### src/rtl/dmem_ddr_bridge_if.sv
// Bus bundles for the dmem/DDR bridge: core data-memory port and ram request port.
// On the core bus the core is the master; on the ram bus the bridge is the master.
interface dmem_core_if #(
  parameter int ADDR_W = 28,
  parameter int DATA_W = 32
);
  logic              core_en;
  logic              core_we;
  logic [ADDR_W-1:0] core_addr;
  logic [DATA_W-1:0] core_wdata;
  logic              core_stall;
  logic              core_rvalid;
  logic [DATA_W-1:0] core_rdata;

  modport master (
    output core_en, core_we, core_addr, core_wdata,
    input  core_stall, core_rvalid, core_rdata
  );
  modport slave (
    input  core_en, core_we, core_addr, core_wdata,
    output core_stall, core_rvalid, core_rdata
  );
endinterface

interface ddr_req_if #(
  parameter int ADDR_W = 28,
  parameter int DATA_W = 32
);
  logic [ADDR_W-1:0] addr_in;
  logic [DATA_W-1:0] write_data_in;
  logic              read_req;
  logic              write_req;
  logic              read_ready;
  logic              write_ready;
  logic              read_data_valid;
  logic [DATA_W-1:0] read_data_out;

  modport master (
    output addr_in, write_data_in, read_req, write_req,
    input  read_ready, write_ready, read_data_valid, read_data_out
  );
  modport slave (
    input  addr_in, write_data_in, read_req, write_req,
    output read_ready, write_ready, read_data_valid, read_data_out
  );
endinterface

### src/rtl/dmem_ddr_bridge.sv
// Core data-memory to DDR request bridge: posted-store write buffer, loads ordered
// behind buffered stores, core stalled until load data returns, sticky read timeout.
//
// state   | meaning
// IDLE    | accepting stores; a load starts here
// DRAIN   | load held while buffered stores flush to ram
// RD_REQ  | read_req asserted with latched load address
// RD_WAIT | read accepted, waiting for read_data_valid
// RD_DONE | one-cycle load completion, core_rvalid high
module dmem_ddr_bridge #(
  parameter int ADDR_W   = 28,
  parameter int DATA_W   = 32,
  parameter int WB_DEPTH = 2,
  parameter int TIMEOUT  = 1024
) (
  input  logic      clk,
  input  logic      rst,
  dmem_core_if.slave core,
  ddr_req_if.master  ddr,
  output logic      err_timeout
);
  localparam int PTR_W = $clog2(WB_DEPTH);
  localparam int CNT_W = PTR_W + 1;
  localparam int TMO_W = $clog2(TIMEOUT);

  typedef enum logic [2:0] {IDLE, DRAIN, RD_REQ, RD_WAIT, RD_DONE} state_t;
  state_t state, state_nxt;

  logic [ADDR_W-1:0] wb_addr [WB_DEPTH];
  logic [DATA_W-1:0] wb_data [WB_DEPTH];
  logic [PTR_W-1:0]  wb_rd_ptr, wb_wr_ptr;
  logic [CNT_W-1:0]  wb_cnt;
  logic              wb_empty, wb_full, wb_push, wb_pop;

  logic [ADDR_W-1:0] rd_addr;
  logic [DATA_W-1:0] rdata_q;
  logic [TMO_W-1:0]  tmo_cnt;
  logic              rd_busy, tmo_hit, accept;

  logic              stall_c, rvalid_c, read_req_c, write_req_c;
  logic [ADDR_W-1:0] addr_c;
  logic [DATA_W-1:0] wdata_c;

  assign wb_empty = (wb_cnt == '0);
  assign wb_full  = (wb_cnt == CNT_W'(WB_DEPTH));
  assign rd_busy  = (state == RD_REQ) || (state == RD_WAIT);
  assign tmo_hit  = rd_busy && (tmo_cnt == '0);

  always_comb begin
    state_nxt   = state;
    accept      = 1'b0;
    stall_c     = 1'b0;
    rvalid_c    = 1'b0;
    read_req_c  = 1'b0;
    write_req_c = 1'b0;
    wb_push     = 1'b0;
    wb_pop      = 1'b0;
    addr_c      = '0;
    wdata_c     = '0;

    accept      = (core.core_we && !wb_full && state == IDLE) ||
                  (!core.core_we && state == RD_DONE);
    stall_c     = core.core_en && !accept;
    wb_push     = core.core_en && core.core_we && !wb_full && (state == IDLE);
    rvalid_c    = (state == RD_DONE);
    read_req_c  = (state == RD_REQ) && !tmo_hit;
    write_req_c = !wb_empty && !rd_busy;
    wb_pop      = write_req_c && ddr.write_ready;

    if (read_req_c) begin
      addr_c = rd_addr;
    end else if (write_req_c) begin
      addr_c  = wb_addr[wb_rd_ptr];
      wdata_c = wb_data[wb_rd_ptr];
    end

    case (state)
      IDLE:    if (core.core_en && !core.core_we) state_nxt = wb_empty ? RD_REQ : DRAIN;
      // leave as the last buffered store pops so the read never overtakes it
      DRAIN:   if (wb_empty || (wb_pop && wb_cnt == CNT_W'(1))) state_nxt = RD_REQ;
      RD_REQ:  if (tmo_hit) state_nxt = RD_DONE;
               else if (ddr.read_ready) state_nxt = RD_WAIT;
      RD_WAIT: if (tmo_hit || ddr.read_data_valid) state_nxt = RD_DONE;
      RD_DONE: state_nxt = IDLE;
      default: state_nxt = IDLE;
    endcase
  end

  assign core.core_stall   = stall_c;
  assign core.core_rvalid  = rvalid_c;
  assign core.core_rdata   = rdata_q;
  assign ddr.read_req      = read_req_c;
  assign ddr.write_req     = write_req_c;
  assign ddr.addr_in       = addr_c;
  assign ddr.write_data_in = wdata_c;

  always_ff @(posedge clk) begin
    if (wb_push) begin
      wb_addr[wb_wr_ptr] <= core.core_addr;
      wb_data[wb_wr_ptr] <= core.core_wdata;
    end
  end

  always_ff @(posedge clk) begin
    if (rst) begin
      state       <= IDLE;
      wb_rd_ptr   <= '0;
      wb_wr_ptr   <= '0;
      wb_cnt      <= '0;
      rd_addr     <= '0;
      rdata_q     <= '0;
      tmo_cnt     <= '0;
      err_timeout <= 1'b0;
    end else begin
      state <= state_nxt;
      if (wb_push) wb_wr_ptr <= wb_wr_ptr + PTR_W'(1);
      if (wb_pop)  wb_rd_ptr <= wb_rd_ptr + PTR_W'(1);
      case ({wb_push, wb_pop})
        2'b10:   wb_cnt <= wb_cnt + CNT_W'(1);
        2'b01:   wb_cnt <= wb_cnt - CNT_W'(1);
        default: wb_cnt <= wb_cnt;
      endcase
      if (state == IDLE && core.core_en && !core.core_we) rd_addr <= core.core_addr;
      // down-counter reaches zero on the TIMEOUT-th cycle spent in RD_REQ+RD_WAIT
      if (state_nxt == RD_REQ && state != RD_REQ) begin
        tmo_cnt <= TMO_W'(TIMEOUT - 1);
      end else if (rd_busy && tmo_cnt != '0) begin
        tmo_cnt <= tmo_cnt - TMO_W'(1);
      end
      if (tmo_hit) begin
        rdata_q     <= '0;
        err_timeout <= 1'b1;
      end else if (state == RD_WAIT && ddr.read_data_valid) begin
        rdata_q <= ddr.read_data_out;
      end
    end
  end
endmodule

### src/flat_wrapper.sv
// flat-port wrapper written by rule: the top's interface ports become plain ports
module dmem_ddr_bridge_flat 
#(
  parameter int ADDR_W   = 28,
  parameter int DATA_W   = 32,
  parameter int WB_DEPTH = 2,
  parameter int TIMEOUT  = 1024
)
  (clk, rst, err_timeout, core_core_en, core_core_we, core_core_addr, core_core_wdata, core_core_stall, core_core_rvalid, core_core_rdata, ddr_addr_in, ddr_write_data_in, ddr_read_req, ddr_write_req, ddr_read_ready, ddr_write_ready, ddr_read_data_valid, ddr_read_data_out);
  dmem_core_if #(.ADDR_W(ADDR_W), .DATA_W(DATA_W)) core_i ();
  ddr_req_if #(.ADDR_W(ADDR_W), .DATA_W(DATA_W)) ddr_i ();
  input  logic clk;
  input  logic rst;
  output logic err_timeout;
  input wire logic [$bits(core_i.core_en)-1:0] core_core_en;
  input wire logic [$bits(core_i.core_we)-1:0] core_core_we;
  input wire logic [$bits(core_i.core_addr)-1:0] core_core_addr;
  input wire logic [$bits(core_i.core_wdata)-1:0] core_core_wdata;
  output wire logic [$bits(core_i.core_stall)-1:0] core_core_stall;
  output wire logic [$bits(core_i.core_rvalid)-1:0] core_core_rvalid;
  output wire logic [$bits(core_i.core_rdata)-1:0] core_core_rdata;
  output wire logic [$bits(ddr_i.addr_in)-1:0] ddr_addr_in;
  output wire logic [$bits(ddr_i.write_data_in)-1:0] ddr_write_data_in;
  output wire logic [$bits(ddr_i.read_req)-1:0] ddr_read_req;
  output wire logic [$bits(ddr_i.write_req)-1:0] ddr_write_req;
  input wire logic [$bits(ddr_i.read_ready)-1:0] ddr_read_ready;
  input wire logic [$bits(ddr_i.write_ready)-1:0] ddr_write_ready;
  input wire logic [$bits(ddr_i.read_data_valid)-1:0] ddr_read_data_valid;
  input wire logic [$bits(ddr_i.read_data_out)-1:0] ddr_read_data_out;
  assign core_i.core_en = core_core_en;
  assign core_i.core_we = core_core_we;
  assign core_i.core_addr = core_core_addr;
  assign core_i.core_wdata = core_core_wdata;
  assign core_core_stall = core_i.core_stall;
  assign core_core_rvalid = core_i.core_rvalid;
  assign core_core_rdata = core_i.core_rdata;
  assign ddr_addr_in = ddr_i.addr_in;
  assign ddr_write_data_in = ddr_i.write_data_in;
  assign ddr_read_req = ddr_i.read_req;
  assign ddr_write_req = ddr_i.write_req;
  assign ddr_i.read_ready = ddr_read_ready;
  assign ddr_i.write_ready = ddr_write_ready;
  assign ddr_i.read_data_valid = ddr_read_data_valid;
  assign ddr_i.read_data_out = ddr_read_data_out;
  dmem_ddr_bridge #(.ADDR_W(ADDR_W), .DATA_W(DATA_W), .WB_DEPTH(WB_DEPTH), .TIMEOUT(TIMEOUT)) u_core (.clk(clk), .rst(rst), .core(core_i), .ddr(ddr_i), .err_timeout(err_timeout));
endmodule
### config.mk
export PLATFORM = sky130hd
export DESIGN_NAME = dmem_ddr_bridge_flat
export DESIGN_NICKNAME = d
export VERILOG_FILES = /design/src/rtl/dmem_ddr_bridge_if.sv /design/src/rtl/dmem_ddr_bridge.sv /design/src/flat_wrapper.sv
export SDC_FILE = /design/constraint.sdc
export NUM_CORES = 1
export LEC_CHECK = 0
export CORE_MARGIN = 8
export CORE_UTILIZATION = 45
export CTS_CLUSTER_SIZE = 28
export DETAILED_ROUTE_END_ITERATION = 16
export DONT_BUFFER_PORTS = 1
export PLACE_DENSITY = 0.62
export SLEW_MARGIN = 20
export SYNTH_ARGS = -nofsm -noshare
export SYNTH_HDL_FRONTEND = slang
export SYNTH_SLANG_ARGS = --single-unit
### constraint.sdc
create_clock -name clk -period 5.6 [get_ports clk]
set_input_delay 1.4 -clock clk [delete_from_list [all_inputs] [get_ports clk]]
set_output_delay 1.4 -clock clk [all_outputs]
set_load 0.01 [all_outputs]
# Word-level counts from Yosys, hierarchy flattened
# Memories as Yosys holds them, arrays and structs flattened. A register that Yosys moved wholly into a read port is not among the register bits.
# Index checks and enable logic that the tools add are counted.
# totals
mem_bits_rw	120
ff_bits	78
wordCells	80
inputBits	99
output_inout_bits	97
memories	2
# op_classes
n_mux	20
n_addsub	5
eq_ne	10
reduce_logical	35
# mem_list
name	depth	width	rd	rd_ports_with_merged_regs	wr	line	text
u_core.wb_data	2	32	1	1	1	dmem_ddr_bridge.sv:30	logic [DATA_W-1:0] wb_data [WB_DEPTH];
u_core.wb_addr	2	28	1	1	1	dmem_ddr_bridge.sv:29	logic [ADDR_W-1:0] wb_addr [WB_DEPTH];
# ops
op	count
32-bit 2-to-1 mux	2
28-bit 2-to-1 mux	2
10-bit 2-to-1 mux	2
1-bit logical AND	18
3-bit 2-to-1 mux	5
3-bit case mux with 4 select lines	1
10-bit logical NOT	1
10-bit nonzero test	1
10-bit by 1-bit subtractor with 10-bit output, second input constant	1
3-bit by 2-bit == test with 1-bit output, second input constant	3
1-bit logical NOT	6
1-bit 2-to-1 mux	6
2-bit by 1-bit == test with 1-bit output, second input constant	2
2-bit == test, second input constant	2
1-bit logical OR	4
2-bit case mux with 2 select lines	1
2-bit nonzero test	2
3-bit by 1-bit == test with 1-bit output, second input constant	1
3-bit == test, second input constant	1
3-bit logical NOT	1
3-bit by 2-bit inequality test with 1-bit output, second input constant	1
1-bit adder, second input constant	2
2-bit by 1-bit adder with 2-bit output, second input constant	1
2-bit logical NOT	1
other kinds (3)	3

# Depth between registers and ports, before layout
# Gate-level depths: netlist of run 1.
# logic_depth
ltp_word	12
mapped_depth	8
ltp_nobuf	8

# Least setup slack after synthesis of run 1
# No wires, ideal clock.
# synth_path
path_kind	in2reg
from	input port core_core_we
to	memory u_core.wb_addr[0][0], enable pin
stages	3
path_buffers	0
arrival_time_ps	4341
setup_ps	478
setup_slack_ps	781
required_time_ps	5122
cell_sequence	nor3b_1 > nand3_1 > nor2_1
# synth_via
elab_chain_cells	5
# synth_rtl
item	line	text
from (decl)	flat_wrapper.sv:16	input wire logic [$bits(core_i.core_we)-1:0] core_core_we;
1-bit logical AND (3 in series)	dmem_ddr_bridge.sv:64	wb_push = core.core_en && core.core_we && !wb_full && (state == IDLE);
1-bit 2-to-1 mux	dmem_ddr_bridge.sv:98	if (wb_push) begin
1-bit 2-to-1 mux (not written as such)	dmem_ddr_bridge.sv:99	wb_addr[wb_wr_ptr] <= core.core_addr;
to (decl)	dmem_ddr_bridge.sv:29	
# No other way between the ends.

# Worst setup path after layout of run 1
# layout_path
from	register u_core.state[1]
to	output port ddr_addr_in[27]
# layout_via
elab_chain_cells	6
elab_cells_between_ends	10
cone_classes	eq/ne: 2; mux: 2; reduce/logical: 6
# layout_rtl
item	line	text
from (decl)	dmem_ddr_bridge.sv:27	state_t state, state_nxt;
from (signal assigned)	dmem_ddr_bridge.sv:115	state <= state_nxt;
3-bit by 2-bit == test with 1-bit output, on equally long branches	dmem_ddr_bridge.sv:46, dmem_ddr_bridge.sv:66	
1-bit logical OR	dmem_ddr_bridge.sv:46	assign rd_busy = (state == RD_REQ) || (state == RD_WAIT);
1-bit logical AND	dmem_ddr_bridge.sv:47	assign tmo_hit = rd_busy && (tmo_cnt == '0);
1-bit logical NOT	dmem_ddr_bridge.sv:66	read_req_c = (state == RD_REQ) && !tmo_hit;
1-bit logical AND (*)	dmem_ddr_bridge.sv:66	
via ddr_read_req	flat_wrapper.sv:24	output wire logic [$bits(ddr_i.read_req)-1:0] ddr_read_req;
28-bit 2-to-1 mux (*)	dmem_ddr_bridge.sv:70	if (read_req_c) begin
to (decl)	flat_wrapper.sv:22	output wire logic [$bits(ddr_i.addr_in)-1:0] ddr_addr_in;
# Mark *: on every way through the listed nets, which the timed path passes. The rest lies on a longest branch.

==> run summary, run 1 <==
run status - completed
number of remaining DRC errors - 0
Post-Synthesis Net Count - 747
Diodes inserted - 0
final clock period utilization by the worst path - 74.17%
number of endpoints with negative hold slack in the final report - 0
kind of critical path - flip-flop to output port
power density cells - 485.6 mW/mm²
combined global-route utilization of all metal layers - 15.08%
CP Cell Sequence - nor2b_1 > o31ai_4 > nor2_4 > o2bb2ai_1
Peak VDD IR - 258.5 µV
required time at the worst-slack endpoint - 4200 ps
sequential-to-total area share from yosys stat - 66.80%
Routed met1 length - 6019 µm
post-detail-place hpwl - 11160 µm
TritonCTS clock tree - yes
Worst Setup End Kind - output port
number of distinct library cell variants in the gate-level netlist after synthesis - 43
number of top-level design ports - 196
post-CTS setup buffer count - 0
largest cells by area after synthesis - sky130_fd_sc_hd__edfxtp_1 (46%), sky130_fd_sc_hd__dfxtp_1 (20%), sky130_fd_sc_hd__mux2i_1 (8.0%), sky130_fd_sc_hd__nand2_1 (5.9%), sky130_fd_sc_hd__a21oi_1 (4.3%)
max-slew violations - 0
Post-Synthesis Cells - 642
unrepaired setup endpoints after global routing - false
H-tree Lvls - 4
Slew @ Worst Pin - 1077 ps
vias per cell - 5.371
Nets - 729
Avg Cell Area, Syn - 12.09 µm²
synthesized flop and latch total - 199
Clock Sinks - 199
data arrival time at the worst-slack endpoint - 2750 ps
critical path fanouts, max - 29
count of endpoints failing setup in the final report - 0
1st-iter DRT viols - 242
WP buf/inv - 0
critical path launch point type - flip-flop
fraction of post-synthesis cell area in the top cell type by area - 46.42%
accumulated negative setup slack - 0 ps
antenna violations before repair - 0
Post-CTS Resized - 0
power consumption - 4.121 mW
tightest slew margin relative to the limit - 28.18%
cell count after placement - 830
root buf cell - sky130_fd_sc_hd__clkbuf_16
first drt pass iteration count - 4
crit-path max cell delay - 740 ps
maximum number of pins on one net before global-route repair - 62
family of cells with the greatest summed delay on the critical path - simple AND/OR/NAND/NOR gates
placeable core region - 0.01706 mm²
total congestion overflow after global routing - 0
setup slack after placement - 1866 ps
vias post-DR - 4630
number of warnings printed during yosys synthesis - 0
Static Leakage - 2.677 nW
minimum period implied by the final worst setup slack - 4154 ps
average routed wire per standard cell - 19.19 µm
Routed Wire Length - 16550 µm
routed wire length on met3 - 2232 µm
vias in the first global route - 4695
path class of the lowest-slack min-delay path - flip-flop to flip-flop
routability cong. - 0.7846
fraction of final layout cells sized beyond drive strength 1 - 6.750%
most area-hungry cell type in the Yosys netlist - sky130_fd_sc_hd__edfxtp_1
Core Rows - 48
clock skew - 7.374 ps
Met2 Routed Length - 8147 µm
uppermost layer routed - met4
final antenna-violating net count - 0
critical-path cell with the highest stage delay - sky130_fd_sc_hd__nor2_4
Buffers on Ports - 0
min setup slack post-route - 1446 ps
Vert. Die Dim - 147.3 µm
wire length of the first global-routing pass - 25480 µm
number of violations of the max-capacitance limit - 0
floorplan die area - 0.02171 mm²
layout-stage area growth over the synthesis result - 9.317%
Finished Layout Cells - 862
starting density of the core - 45.51%
DIE WIDTH - 147.3 µm
Max Root-Sink Buffers - 2
Peak Freq - 240.8 MHz
Clk pin slew, worst setup/hold paths - 60 ps
clock latency at the later pin of the worst-skew pair - 420 ps
netlist area before placement - 0.007762 mm²
hold buffer count at cts - 0
cts bufs inserted - 17
[cell type report]
type                            instances  area [µm²]
Multi-Input combinational cell        394        2399
Tap cell                              225       281.5
Timing Repair Buffer                    3       22.52
Clock buffer                           23       500.5
Clock inverter                          9       60.06
Inverter                                9       33.78
Sequential cell                       199        5189
Fill cell                            1521        8571
[cell usage after synthesis (all sizes together)]
cell and count:
nor2b 3, or4 1, or3 3, o211ai 1, o311ai 2, xnor2 4
xor2 5, and3 2, o2111ai 1, o31ai 1, o21a 2, clkbuf 29
edfxtp 120, and2 1, a211oi 4, nor2 46, nand4 1, nor3b 2
o2bb2ai 28, ha 6, a2111oi 1, a21o 1, o31a 1, inv 9
dfxtp 79, nor3 3, buf 11, a2111o 1, o21ai 9, a21oi 67
mux2i 62, nand3b 3, nand3 4, nor4b 1, nand2b 2, or2 2
nor4 1, nand2 122, a311oi 1
[kinds of logic after synthesis]
group           count (synthesis)  share of synthesized area [%]
buf+inv                        49                          2.676
compound gates                120                          9.929
xor+xnor                        9                          1.015
flops                         199                          66.80
simple gates                  197                          10.62
mux                            62                          7.995
fa+ha+maj                       6                         0.9671
[cell usage in the layout (no fill, tap or decap), drive strengths merged, types with 4 or more instances in the layout]
cell type,count
nand2,122
edfxtp,120
dfxtp,79
a21oi,67
mux2i,62
nor2,46
o2bb2ai,28
clkbuf,23
inv,14
o21ai,9
ha,6
xor2,5
a211oi,4
xnor2,4
nand3,4
clkinv,4
[final timing paths]
check	from	end	slack [ps]	cells after the start
setup / recovery	u_core.state[1]	ddr_addr_in[27]	1450	4
hold / removal	u_core.rd_addr[23]	u_core.rd_addr[23]	450	2
setup reg to reg	u_core.wb_cnt[0]	u_core.wb_addr[1][23]	2840	6
hold reg to reg	u_core.rd_addr[23]	u_core.rd_addr[23]	450	2
[worst min-delay path, cell delays in order, from the launching register on]
cell,delay (ps)
sky130_fd_sc_hd__dfxtp_1,310
sky130_fd_sc_hd__nand2_1,50
sky130_fd_sc_hd__a21oi_1,50
[flip-flops by register name (all words and copies together) (netlist names), named ones only]
register,flops
u_core.wb_rd_ptr,1
u_core.core.core_rdata,32
u_core.state,3
u_core.wb_wr_ptr,1
u_core.wb_cnt,2
u_core.rd_addr,28
u_core.wb_addr,56
u_core.wb_data,64
u_core.err_timeout,1
u_core.tmo_cnt,10
[per-stage QoR]
step	area [µm²]	util [%]	hold WS, ps
2_1_floorplan	7762	-	436.6
3_3_place_gp	7916	46.41	435.8
3_5_place_dp	7918	46.42	440.3
4_1_cts	8478	49.71	449.5
5_1_grt	8486	49.75	469.7
6_report	8486	49.75	449.5
[report_power, final]
group	total [mW]	switching [mW]	internal [mW]
sequential	1.93	0.169	1.76
combinational	1.06	0.716	0.341
clock	1.14	0.502	0.636
[routing by layer]
metal | vias to the layer above | track usage, %
met5 | - | 0
met4 | 0 | 4.080
met3 | 10 | 9.597
met2 | 167 | 25.28
met1 | 2202 | 15.34
li1 | 2251 | -
Note: power is estimated with default switching activity, not from simulation.
==> run 2: changes to the inputs <==
==> constraint.sdc (replaced) <==
create_clock -name clk -period 4.15 [get_ports clk]
set_input_delay 1.0375 -clock clk [delete_from_list [all_inputs] [get_ports clk]]
set_output_delay 1.0375 -clock clk [all_outputs]
set_load 0.01 [all_outputs]
==> run summary, run 2 (synthesis gave the netlist of run 1 again) <==
run status - completed
commonest cells after routing, fill and taps aside - sky130_fd_sc_hd__nand2_1 (122), sky130_fd_sc_hd__edfxtp_1 (120), sky130_fd_sc_hd__dfxtp_1 (78), sky130_fd_sc_hd__a21oi_1 (67), sky130_fd_sc_hd__mux2i_1 (62)
r2r startpoint - u_core.wb_cnt[0]
final cell area excluding filler cells - 0.008630 mm² (+1.7%)
Peak Freq - 276.4 MHz
DIE WIDTH - 147.3 µm (unchanged)
max-slew violations - 0 (unchanged)
Routed Wire Length - 17310 µm (+4.6%)
vias in the first global route - 4765 (+1.5%)
H-tree Lvls - 4 (unchanged)
multi-input gate area in the final layout - 0.002395 mm² (-0.16%)
Nets - 735 (+0.82%)
register name with the most flops - u_core.wb_data
data arrival time at the worst-slack endpoint - 2580 ps (-170 ps)
tightest slew margin relative to the limit - 28.38% (+0.20 points)
Worst Setup End Kind - output port
layout-stage area growth over the synthesis result - 11.17%
register-to-register setup slack - 1620 ps (-1220 ps)
critical path fanouts, max - 29 (unchanged)
Core Rows - 48 (unchanged)
number of top-level design ports - 196 (unchanged)
Clock Sinks - 199 (unchanged)
beginning of the worst hold path - u_core.rd_addr[27]
number of violations of the max-capacitance limit - 0 (unchanged)
first drt pass iteration count - 4 (unchanged)
Max Root-Sink Buffers - 2 (unchanged)
placeable core region - 0.01706 mm² (unchanged)
wire length of the first global-routing pass - 26740 µm (+4.9%)
met1 layer usage reported by global route - 18.80% (+3.5 points)
Static Leakage - 2.751 nW (+2.8%)
post-CTS setup buffer count - 0 (unchanged)
number of flip-flops under the largest register name - 64 (unchanged)
minimum period implied by the final worst setup slack - 3618 ps
combined global-route utilization of all metal layers - 15.86% (+0.77 points)
Finished Layout Cells - 868 (+0.70%)
kind of critical path - flip-flop to output port
Buffers on Ports - 0 (unchanged)
total congestion overflow after global routing - 0 (unchanged)
clock latency at the later pin of the worst-skew pair - 420 ps (about the same)
floorplan die area - 0.02171 mm² (unchanged)
Vert. Die Dim - 147.3 µm (unchanged)
cell count after placement - 836 (+0.72%)
unrepaired setup endpoints after global routing - false
worst hold endpoint - u_core.rd_addr[27]
number of endpoints with negative hold slack in the final report - 0 (unchanged)
GR Layer Usage met2 - 25.25% (about the same)
average routed wire per standard cell - 19.95 µm (+3.9%)
fillcell total - 1505 (-1.1%)
required time at the worst-slack endpoint - 3110 ps (-1090 ps)
vias post-DR - 4723 (+2.0%)
Post-CTS Resized - 0 (unchanged)
TritonCTS clock tree - yes
path class of the lowest-slack min-delay path - flip-flop to flip-flop
starting density of the core - 45.51% (unchanged)
Diodes inserted - 0 (unchanged)
clock skew - 8.466 ps (+1.092 ps)
final clock period utilization by the worst path - 87.18%
most utilized layer in the global route result - met2
Peak VDD IR - 286.1 µV (+11%)
cts bufs inserted - 17 (unchanged)
antenna violations before repair - 0 (unchanged)
count of endpoints failing setup in the final report - 0 (unchanged)
hold path depth - 2 (unchanged)
Clk pin slew, worst setup/hold paths - 70 ps (about the same)
capture instance of the worst register-to-register path - u_core.wb_addr[1][14]
Placed Instance Area - 0.008011 mm² (+1.2%)
final antenna-violating net count - 0 (unchanged)
critical path launch point type - flip-flop
vias per cell - 5.441 (+1.3%)
power density cells - 669.6 mW/mm² (+38%)
Slew @ Worst Pin - 1074 ps (-3.051 ps)
min setup slack post-route - 532.1 ps (-914.4 ps)
number of remaining DRC errors - 0 (unchanged)
setup slack after placement - 1014 ps (-852.4 ps)
Reg area - 0.005189 mm² (unchanged)
leading cell type in the layout, fill and taps excluded - sky130_fd_sc_hd__nand2_1
core occupancy in the finished layout - 50.59% (+0.84 points)
fraction of final layout cells sized beyond drive strength 1 - 7.776% (+1.0 points)
maximum number of pins on one net before global-route repair - 51 (-18%)
cell count of the worst reg-to-reg path - 6 (unchanged)
GRT met3 Usage - 7.444% (-2.2 points)
hold buffer count at cts - 0 (unchanged)
post-detail-place hpwl - 11850 µm (+6.2%)
routability cong. - 0.8153 (+3.9%)
1st-iter DRT viols - 249 (+2.9%)
root buf cell - sky130_fd_sc_hd__clkbuf_16
-- run 2: worst max-delay path by stage --
stage / start / endpoint / slack (ps) / cells past startpoint
global route: u_core.state[1] / ddr_addr_in[0] / 350 / 4
detailed placement: u_core.state[1] / ddr_addr_in[2] / 1010 / 4
CTS: u_core.state[1] / ddr_addr_in[2] / 540 / 4
finish: u_core.state[1] / ddr_addr_in[18] / 530 / 4
global placement: u_core.state[1] / ddr_addr_in[2] / 1140 / 4
floorplan: core_core_we / u_core.wb_addr[0][0] / -310 / 3
-- run 2: cell type report --
| type | count | share of cell area (%) |
|---|---|---|
| timing repair buffer | 9 | 1.363 |
| clock inverter | 11 | 1.392 |
| sequential | 199 | 60.13 |
| inverter | 9 | 0.3915 |
| multi-input combinational | 394 | 27.75 |
| tap | 225 | 3.262 |
| clock buffer | 21 | 5.713 |
-- run 2: power by group --
group / internal, mW / leakage [nW] / switching, mW / total, mW
Combinational: 0.509 / 0.701 / 1.05 / 1.56
Clock: 0.959 / 0.312 / 0.712 / 1.67
Sequential: 2.37 / 1.74 / 0.181 / 2.55
Total: 3.84 / 2.75 / 1.94 / 5.78
-- run 2: metal layers --
layer  share of wire, %  vias up
li1                   -     2265
met1                 42     2265
met2                 48      179
met3                9.8       14
met4               0.65        0
met5                  0        -
-- run 2: critical path: stages (launching register included) --
cell                        delay [ps]
sky130_fd_sc_hd__dfxtp_1           450
sky130_fd_sc_hd__nor2b_1           490
sky130_fd_sc_hd__o31ai_4           220
sky130_fd_sc_hd__nor2_4            720
sky130_fd_sc_hd__o2bb2ai_1         280
-- run 2: metrics by stage --
step | power [mW] | hold slack [ps] | TNS (ps)
3_3_place_gp | 4.126 | 438.0 | 0
4_1_cts | 5.854 | 454.1 | 0
3_5_place_dp | 4.181 | 444.2 | 0
5_1_grt | 6.088 | 468.6 | 0
2_1_floorplan | 3.773 | 436.6 | -36780
6_report | 5.779 | 451.6 | 0
==> run 3: changes to the inputs <==
--- a/config.mk
+++ b/config.mk
@@ -6,11 +6,12 @@
 export NUM_CORES = 1
 export LEC_CHECK = 0
 export CORE_MARGIN = 8
-export CORE_UTILIZATION = 45
+export CORE_UTILIZATION = 50
 export CTS_CLUSTER_SIZE = 28
 export DETAILED_ROUTE_END_ITERATION = 16
 export DONT_BUFFER_PORTS = 1
-export PLACE_DENSITY = 0.62
+export GPL_TIMING_DRIVEN = 1
+export PLACE_DENSITY = 0.67
 export SLEW_MARGIN = 20
 export SYNTH_ARGS = -nofsm -noshare
 export SYNTH_HDL_FRONTEND = slang
==> constraint.sdc (replaced) <==
create_clock -name clk -period 4.15 [get_ports clk]
set_input_delay 1.0375 -clock clk [delete_from_list [all_inputs] [get_ports clk]]
set_output_delay 1.0375 -clock clk [all_outputs]
set_load 0.05 [all_outputs]
==> run summary, run 3 (synthesis gave the netlist of run 1 again) <==
maximum number of pins on one net before global-route repair - 51 (unchanged)
number of top-level design ports - 196 (unchanged)
met1 layer usage reported by global route - 20.09% (+1.3 points)
critical path fanouts, max - 17 (-41%)
net switching power figure - 2.971 mW (+53%)
cts bufs inserted - 17 (unchanged)
antenna violations before repair - 0 (unchanged)
tightest slew margin relative to the limit - 31.99% (+3.6 points)
placeable core region - 0.01520 mm² (-11%)
total congestion overflow after global routing - 0 (unchanged)
register name with the most flops - u_core.wb_data
Buffers on Ports - 0 (unchanged)
Switching Share - 40.88% (+7.2 points)
WP buf/inv - 2 (+2)
number of remaining DRC errors - 0 (unchanged)
H-tree Lvls - 4 (unchanged)
layout-stage area growth over the synthesis result - 16.52%
Vert. Die Dim - 140.6 µm (-4.6%)
power consumption - 7.268 mW (+26%)
combined global-route utilization of all metal layers - 17.34% (+1.5 points)
crit-path max cell delay - 520 ps (-200 ps)
post-detail-place hpwl - 12010 µm (+1.4%)
kind of critical path - flip-flop to output port
critical-path cell with the highest stage delay - sky130_fd_sc_hd__nor2b_1
run status - completed
Routed Wire Length - 17380 µm (+0.35%)
unrepaired setup endpoints after global routing - false
Static Leakage - 3.049 nW (+11%)
floorplan die area - 0.01977 mm² (-8.9%)
routability cong. - 0.8418 (+3.3%)
clock latency at the later pin of the worst-skew pair - 420 ps (about the same)
1st-iter DRT viols - 281 (+13%)
Reg area - 0.005189 mm² (unchanged)
GRT met3 Usage - 8.508% (+1.1 points)
commonest cells after routing, fill and taps aside - sky130_fd_sc_hd__nand2_1 (122), sky130_fd_sc_hd__edfxtp_1 (120), sky130_fd_sc_hd__dfxtp_1 (78), sky130_fd_sc_hd__a21oi_1 (67), sky130_fd_sc_hd__buf_4 (64)
family of cells with the greatest summed delay on the critical path - simple AND/OR/NAND/NOR gates
critical path launch point type - flip-flop
Slew @ Worst Pin - 1020 ps (-54.11 ps)
Diodes inserted - 0 (unchanged)
leading cell type in the layout, fill and taps excluded - sky130_fd_sc_hd__nand2_1
TritonCTS clock tree - yes
multi-input gate area in the final layout - 0.002395 mm² (unchanged)
average routed wire per standard cell - 19.54 µm (-2.0%)
register-to-register setup slack - 1510 ps (-110 ps)
Comb pwr share - 40.1% (+13 points)
final clock period utilization by the worst path - 90.75% (+3.6 points)
vias per cell - 5.510 (+1.3%)
vias post-DR - 4898 (+3.7%)
max-slew violations - 0 (unchanged)
Post-CTS Resized - 0 (unchanged)
final antenna-violating net count - 0 (unchanged)
final hold slack - 450.8 ps (-0.7850 ps)
GR Layer Usage met2 - 28.42% (+3.2 points)
Core Rows - 45 (-6.3%)
clock skew - 6.567 ps (-1.900 ps)
CP Cell Sequence - nor2b_1 > o31ai_4 > nor2_4 > buf_4 > o2bb2ai_1 > buf_4
cell repeated most along the worst path - sky130_fd_sc_hd__buf_4
Max Root-Sink Buffers - 2 (unchanged)
Peak VDD IR - 373.7 µV (+31%)
Nets - 793 (+7.9%)
wire length of the first global-routing pass - 26880 µm (+0.54%)
path class of the lowest-slack min-delay path - flip-flop to flip-flop
minimum period implied by the final worst setup slack - 3766 ps (+148.0 ps)
most utilized layer in the global route result - met2
first drt pass iteration count - 4 (unchanged)
number of endpoints with negative hold slack in the final report - 0 (unchanged)
starting density of the core - 51.06% (+5.6 points)
required time at the worst-slack endpoint - 3110 ps (about the same)
data arrival time at the worst-slack endpoint - 2730 ps (+150 ps)
Clk pin slew, worst setup/hold paths - 70 ps (about the same)
number of flip-flops under the largest register name - 64 (unchanged)
Peak Freq - 265.5 MHz (-3.9%)
Internal Pwr Total - 4.297 mW (+12%)
number of violations of the max-capacitance limit - 0 (unchanged)
fraction of final layout cells sized beyond drive strength 1 - 15.26% (+7.5 points)
Flop pwr share - 35.5% (-8.6 points)
Worst Setup End Kind - output port
power density cells - 803.6 mW/mm² (+20%)
root buf cell - sky130_fd_sc_hd__clkbuf_16
count of endpoints failing setup in the final report - 0 (unchanged)
hold buffer count at cts - 0 (unchanged)
post-CTS setup buffer count - 0 (unchanged)
DIE WIDTH - 140.6 µm (-4.6%)
clock network power share - 24.5% (-4.4 points)
Clock Sinks - 199 (unchanged)
vias in the first global route - 4967 (+4.2%)
fillcell total - 1212 (-19%)
## run 3: power groups by stage
stage | Clock (mW) | Sequential [mW] | Combinational, mW
finish | 1.78 | 2.58 | 2.91
global route | 1.88 | 2.61 | 3.09
CTS | 1.81 | 2.58 | 2.95
detailed placement | 0 | 2.62 | 2.94
global placement | 0 | 2.61 | 2.91
floorplan | 0 | 2.53 | 2.22
## run 3: area by class of cell
cell class,instances,area share [%]
sequential,199,57.37
multi-input combinational,394,26.48
timing repair buffer,67,5.976
clock buffer,18,4.745
tap,188,2.601
clock inverter,14,2.462
inverter,9,0.3735
## run 3: worst reg2reg max path: stages, from the launching register on
cell and delay (ps):
sky130_fd_sc_hd__dfxtp_1 370, sky130_fd_sc_hd__inv_1 80, sky130_fd_sc_hd__ha_1 200, sky130_fd_sc_hd__nor3b_1 290
sky130_fd_sc_hd__nand3_1 330, sky130_fd_sc_hd__nor2_4 680, sky130_fd_sc_hd__buf_4 380
## run 3: per-stage QoR
| stage | setup slack, ps | cells | cell area [µm²] | setup TNS, ps | utilization, % |
|---|---|---|---|---|---|
| 2_1_floorplan | -306.5 | 642 | 7762 | -36780 | - |
| 3_3_place_gp | 1025 | 857 | 8388 | 0 | 55.18 |
| 3_5_place_dp | 875.7 | 857 | 8388 | 0 | 55.18 |
| 4_1_cts | 394.6 | 889 | 9040 | 0 | 59.47 |
| 5_1_grt | 158.1 | 889 | 9045 | 0 | 59.50 |
| 6_report | 384.1 | 889 | 9045 | 0 | 59.50 |
## run 3: routing by layer
metal  share of wire, %  vias up
li1                   -     2384
met1                 40     2331
met2                 49      175
met3                 11        8
met4               0.43        0
met5                  0        -
## run 3: final timing paths
path | to | cells after the start | startpoint
max | ddr_addr_in[23] | 6 | u_core.state[1]
min | u_core.rd_addr[0] | 2 | u_core.rd_addr[0]
max reg2reg | u_core.wb_addr[0][1] | 6 | u_core.wb_cnt[0]
min reg2reg | u_core.rd_addr[0] | 2 | u_core.rd_addr[0]
